### config.mk
export PLATFORM = sky130hd
export DESIGN_NAME = fetch_queue
export DESIGN_NICKNAME = d
export VERILOG_FILES = /design/src/rtl/fetch_queue.sv
export SDC_FILE = /design/constraint.sdc
export NUM_CORES = 1
export LEC_CHECK = 0
export BUFFER_PORTS_ARGS = -buffer_cell sky130_fd_sc_hd__buf_2
export CAP_MARGIN = 20
export CORE_ASPECT_RATIO = 0.9
export CORE_UTILIZATION = 28
export DETAILED_ROUTE_END_ITERATION = 12
export GPL_TIMING_DRIVEN = 0
export SLEW_MARGIN = 10
export SYNTH_ARGS = -nofsm -noshare
export SYNTH_HDL_FRONTEND = slang
export SYNTH_SLANG_ARGS = --single-unit
export TNS_END_PERCENT = 20
### constraint.sdc
create_clock -name clk -period 7.59 [get_ports clk]
set_input_delay 0.3795 -clock clk [delete_from_list [all_inputs] [get_ports clk]]
set_output_delay 0.3795 -clock clk [all_outputs]
set_load 0.02 [all_outputs]
### src/rtl/fetch_queue.sv
// rtl/fetch_queue.sv - instruction fetch stage: single-outstanding imem requests buffered in a PC-tagged FIFO
module fetch_queue #(
    parameter int          DEPTH    = 4,
    parameter logic [31:0] RESET_PC = 32'h0000_0000
) (
    input  logic                       clk,
    input  logic                       rst,
    output logic                       imem_req,
    output logic [31:0]                imem_addr,
    input  logic                       imem_ack,
    input  logic [31:0]                imem_rdata,
    input  logic                       redirect,
    input  logic [31:0]                redirect_pc,
    output logic                       instr_valid,
    output logic [31:0]                instr,
    output logic [31:0]                instr_pc,
    input  logic                       instr_ready,
    output logic [$clog2(DEPTH+1)-1:0] count
);

    localparam int PW = $clog2(DEPTH);
    localparam int CW = $clog2(DEPTH + 1);
    localparam logic [CW-1:0] FULL = CW'(DEPTH);

    typedef enum logic [1:0] {IDLE, REQ, WAIT, DISC} state_t;

    state_t         state;
    logic [31:0]    fpc;
    logic [PW-1:0]  rd_ptr;
    logic [PW-1:0]  wr_ptr;
    logic [31:0]    mem_instr [DEPTH];
    logic [31:0]    mem_pc    [DEPTH];
    logic           push;
    logic           pop;
    logic [CW-1:0]  count_nxt;

    assign imem_req    = (state == REQ);
    assign imem_addr   = fpc;
    assign instr_valid = (count != '0);
    assign instr       = mem_instr[rd_ptr];
    assign instr_pc    = mem_pc[rd_ptr];

    // A redirect kills both the pop and any response landing in the same cycle
    assign pop  = instr_valid && instr_ready && !redirect;
    assign push = (state == WAIT) && imem_ack && !redirect;

    always_comb begin
        count_nxt = count;
        if (push && !pop)
            count_nxt = count + CW'(1);
        else if (pop && !push)
            count_nxt = count - CW'(1);
    end

    always_ff @(posedge clk) begin
        if (push) begin
            mem_instr[wr_ptr] <= imem_rdata;
            mem_pc[wr_ptr]    <= fpc;
        end
    end

    always_ff @(posedge clk) begin
        if (rst) begin
            state  <= IDLE;
            fpc    <= RESET_PC;
            count  <= '0;
            rd_ptr <= '0;
            wr_ptr <= '0;
        end else if (redirect) begin
            count  <= '0;
            rd_ptr <= wr_ptr;
            fpc    <= redirect_pc & ~32'h3;
            // An outstanding request must be drained in DISC before refetching
            case (state)
                IDLE:    state <= REQ;
                REQ:     state <= DISC;
                WAIT:    state <= imem_ack ? REQ : DISC;
                DISC:    state <= imem_ack ? REQ : DISC;
                default: state <= IDLE;
            endcase
        end else begin
            count <= count_nxt;
            if (push) begin
                wr_ptr <= wr_ptr + PW'(1);
                fpc    <= fpc + 32'd4;
            end
            if (pop)
                rd_ptr <= rd_ptr + PW'(1);
            case (state)
                IDLE: begin
                    if (count < FULL)
                        state <= REQ;
                end
                REQ:  state <= WAIT;
                WAIT: begin
                    if (imem_ack)
                        state <= (count_nxt < FULL) ? REQ : IDLE;
                end
                DISC: begin
                    if (imem_ack)
                        state <= REQ;
                end
                default: state <= IDLE;
            endcase
        end
    end

endmodule

# Yosys cells after proc, flatten, opt, wreduce, memory -nomap -nowiden
# Memories as Yosys holds them, arrays and structs flattened. A register that Yosys moved wholly into a read port is not among the register bits.
# Index checks and enable logic that the tools add are counted.
totals:
  register_bits: 41
  ramBits: 256
  input_bits: 69
  output_inout_bits: 101
  wordCells: 59
  memories: 2
mem_list:
  columns: ["memory", "words", "width", "rd", "rd_clocked_by_memory_dff", "wr", "line", "source"]
  rows:
  - ["mem_instr", 4, 32, 1, 1, 1, "31", "logic [31:0] mem_instr [DEPTH];"]
  - ["mem_pc", 4, 32, 1, 1, 1, "32", "logic [31:0] mem_pc [DEPTH];"]
classes:
  add_sub_neg: 5
  order_cmp: 2
  eq_ne: 6
  n_mux: 20
  bitwise_logic: 1
  n_reduce_logical: 17
ops:
  columns: ["operator", "count"]
  rows:
  - ["two-way mux 32 bit", 2]
  - ["adder 32 x 3 -> 32 bit, second input constant", 1]
  - ["two-way mux 2 bit", 11]
  - ["inequality test 3 bit, second input constant", 3]
  - ["case mux 2 bit (4 select lines)", 1]
  - ["logical AND 1 bit", 6]
  - ["< comparator 3 bit, second input constant", 2]
  - ["two-way mux 3 bit", 2]
  - ["case mux 2 bit (3 select lines)", 1]
  - ["adder 2 x 1 -> 2 bit, second input constant", 2]
  - ["== test 2 bit, second input constant", 2]
  - ["nonzero test 2 bit", 2]
  - ["OR reduction 2 bit", 2]
  - ["adder 3 x 1 -> 3 bit, second input constant", 1]
  - ["logical NOT 1 bit", 3]
  - ["two-way mux 1 bit", 3]
  - ["AND reduction 3 bit", 1]
  - ["nonzero test 3 bit", 1]
  - ["subtractor 3 x 1 -> 3 bit, second input constant", 1]
  - ["== test 2 x 1 -> 1 bit, second input constant", 1]
  - ["logical NOT 2 bit", 1]
  - ["AND reduction 2 bit", 1]
  - ["NOT 1 bit", 1]

# Depth between registers and ports, before layout
depth:
  depth_word: 12
  ltp_mapped: 10
  depth_no_buf: 10

# Least setup slack after synthesis
# OpenSTA, ideal clock, no wires.
synth_timing:
  kind: "reg2reg"
  start: "register state[0]"
  end: "memory mem_instr[0][0], enable pin"
  setup_time_ns: 0.426
  t_arrival_ns: 2.666
  t_required_ns: 7.164
  path_slack_ns: 4.497
  path_stages_with_launch: 5
  path_buffers: 1
  period_less_slack_ns: 3.093
  path_cell_list: "dfxtp_1 nand3b_2 clkbuf_1 nor2_1 and2_1"
synth_via:
  elab_chain_len: 5
synth_rtl:
  columns: ["element", "line", "source"]
  rows:
  - ["start: declaration", "27", "state_t state;"]
  - ["start signal: assignment", "77", "WAIT: state <= imem_ack ? REQ : DISC;"]
  - ["start signal: assignment", "78", "DISC: state <= imem_ack ? REQ : DISC;"]
  - ["start signal: assignment", "97", "state <= (count_nxt < FULL) ? REQ : IDLE;"]
  - ["== test 2 bit", "45", "assign push = (state == WAIT) && imem_ack && !redirect;"]
  - ["logical AND 1 bit (2 in series)", "45", null]
  - ["two-way mux 1 bit", "56", "if (push) begin"]
  - ["two-way mux 1 bit (not written as such)", "57", "mem_instr[wr_ptr] <= imem_rdata;"]
  - ["end: declaration", "31", null]
# Every way passes these cells.

==> flow_summary.ini <==
[synth]
syn_inst = 645
avgSynthCellArea_um2 = 17.8
ys.flop_type = edfxtp_1
seq_area_frac_synth_pct = 72.1
synth.yosys.warnings = 0
synth-seq-cells = 289
async_flop_share_pct = 0
yosys.cell_types.count = 50
synth_edf_count = 248
netlist_area_um2 = 11500
synth_top_area_share_pct = 64.9
synth_area_leaders = edfxtp_1 (65%), mux4_2 (12%), dfxtp_1 (7.2%)
yosys.area.top_type = edfxtp_1

[sta]
max-slew-margin-rel_pct = 49.0
max_slew.worst_pin.slew_ns = 0.764
fmax_mhz = 336
hold_violations = 0
fin_crit_sh_pct = 39.2
skew_ns = 0.0172
rsz0062_at_grt = no
finalCriticalPeriod_ns = 2.97
tns_ns = 0
setup_viol = 0
maxSlewViolCount = 0

[clock_network]
cts_resized = 0
cts_setup_buffers = 0
path_clk_slew_ns = 0.06
insertion_delay_ns = 0.51
cts-root-buf = clkbuf_16
clkSinkCount = 289
tritoncts = yes
cts.path.max_buffers = 3
htreeDepth = 2
cts_buffers = 34
ctsHoldBuffers = 0

[global_routing]
grtUsageMet1_pct = 18.2
grt_pass1_vias = 6675
grt_usage_pct = 13.7
grt_overflow = 0
grt_max_degree = 47
grt_use_met3_pct = 3.45
grt_pass1_wl_um = 42800
top_usage_layer = met2
grtUsageMet2_pct = 22.2
antenna_found_initial = 2

[floorplan]
die-height_um = 194
dieArea_um2 = 41800
io_pins = 170
initial_core_util_pct = 28.8
core_region_area_um2 = 39900
die_w_um = 215
rows = 69

[routing]
remaining_drc_errors = 0
drt-initial-drc-count = 460
ant_nets = 0
wl_per_cell_um = 20.4
finalWirelength_um = 28700
dr.pass1.iters = 5
viasPerCell = 4.72
vias = 6637

[placement]
dpl_cell_area_um2 = 13100
place_congestion = 0.794
port-buffer-count = 162
dp.cells = 1346
dp_hpwl_um = 18900

[pwr]
ir_worst_vdd_uv = 116
powerDensity_nw_per_um2 = 256
power.leakage_nw = 4.75
power_mw = 3.63

[setup_path]
cp-start-kind = register
crit_chain = clkbuf_1 -> buf_2 -> mux4_2 -> buf_2
crit_family = buffers and inverters
crit_slowest_cell = mux4_2
cp_max_fo = 10
crit_buf_inv = 3
cp.required_ns = 7.21
critical_path_class = reg -> out
cp_common_cell = buf_2
slowest_delay_ns = 0.58
cp-end-kind = output port
worstPathArrival_ns = 2.59

[layout]
final_common_cell = edfxtp_1
nets = 929
area_delta_synth_final_pct = 23.6
instances_no_fill = 1406
fin_area_um2 = 14200
drive_gt1_share_pct = 34.6
layout_common_cells = edfxtp_1 (248), buf_2 (171), mux4_2 (62), dfxtp_1 (41)
diodes = 0

[status]
outcome = finished clean

[worst_hold_path]
hp-class = in -> reg

[flow_run]
maxCapViolCount = 0
[power breakdown]
part | internal [mW] | switching (mW) | total, mW
sequential | 1.75 | 0.0371 | 1.79
clock | 0.989 | 0.623 | 1.61
combinational | 0.0917 | 0.136 | 0.228
total | 2.83 | 0.796 | 3.63
[sequential cells by signal, summed over array words and instances, names as in the netlist, named ones only]
register / flops
mem_pc: 120
mem_instr: 128
state: 2
rd_ptr: 2
wr_ptr: 2
imem_addr: 30
count: 3
[worst paths after layout]
path	startpoint	to	slack, ns	cells after the start
worst max-delay path	register	instr_pc[28]	4.62	4
worst min-delay path	imem_rdata[17]	mem_instr[0][17]	0.08	1
worst max register to register	state[0]	mem_instr[3][2]	4.87	5
worst min register to register	wr_ptr[1]	wr_ptr[1]	0.55	2
[per-layer routing]
layer	wire (um)	vias to the layer above
met1	12600	3361
met3	1750	36
li1	-	3030
met5	27	-
met4	436	4
met2	13800	206
[layout make-up]
cell class	instances	area, um^2
Fill cell	3855	25700
Sequential cell	289	8270
Multi-Input combinational cell	309	2980
Timing Repair Buffer	166	921
Clock buffer	44	920
Tap cell	532	666
Buffer	37	193
Clock inverter	16	179
Inverter	13	48.8
[synthesized netlist by cell type (all sizes together), types with 6 or more instances]
library cell and n:
buf 16, nor4 12, a311oi 11, edfxtp 248, nor2 35, ha 10, nand2 25, dfxtp 41
mux4 62, nand4 11, a21oi 6, clkbuf 21, a211oi 16, xnor2 12, o21ai 7, nor3 12
nand3 16, or3 6, and2 6, o31ai 6, inv 13
[through the flow]
| stage | utilization [%] | hold slack, ns | setup slack, ns |
|---|---|---|---|
| after floorplan | - | 0.478 | 4.50 |
| final | 35.5 | 0.0790 | 4.62 |
| after CTS | 35.5 | 0.0463 | 4.43 |
| after global placement | 32.5 | 0.528 | 2.69 |
| after detailed placement | 32.8 | 0.529 | 4.75 |
| after global routing | 35.5 | 0.0616 | 4.35 |
[cell families (layout without fill, tap and decap cells)]
kind of cell	Yosys count	count (layout)	share of synthesized area [%]
adders and majority gates	10	10	1.09
AOI/OAI and AO/OA	62	62	3.99
muxes	63	63	12.3
xor gates and xnor gates	15	15	1.15
other	1	4	0.0327
buffers and inverters	50	276	2.11
DFF	289	289	72.1
and+or+nand+nor	155	155	7.29
(Power assumes the default switching activity.)
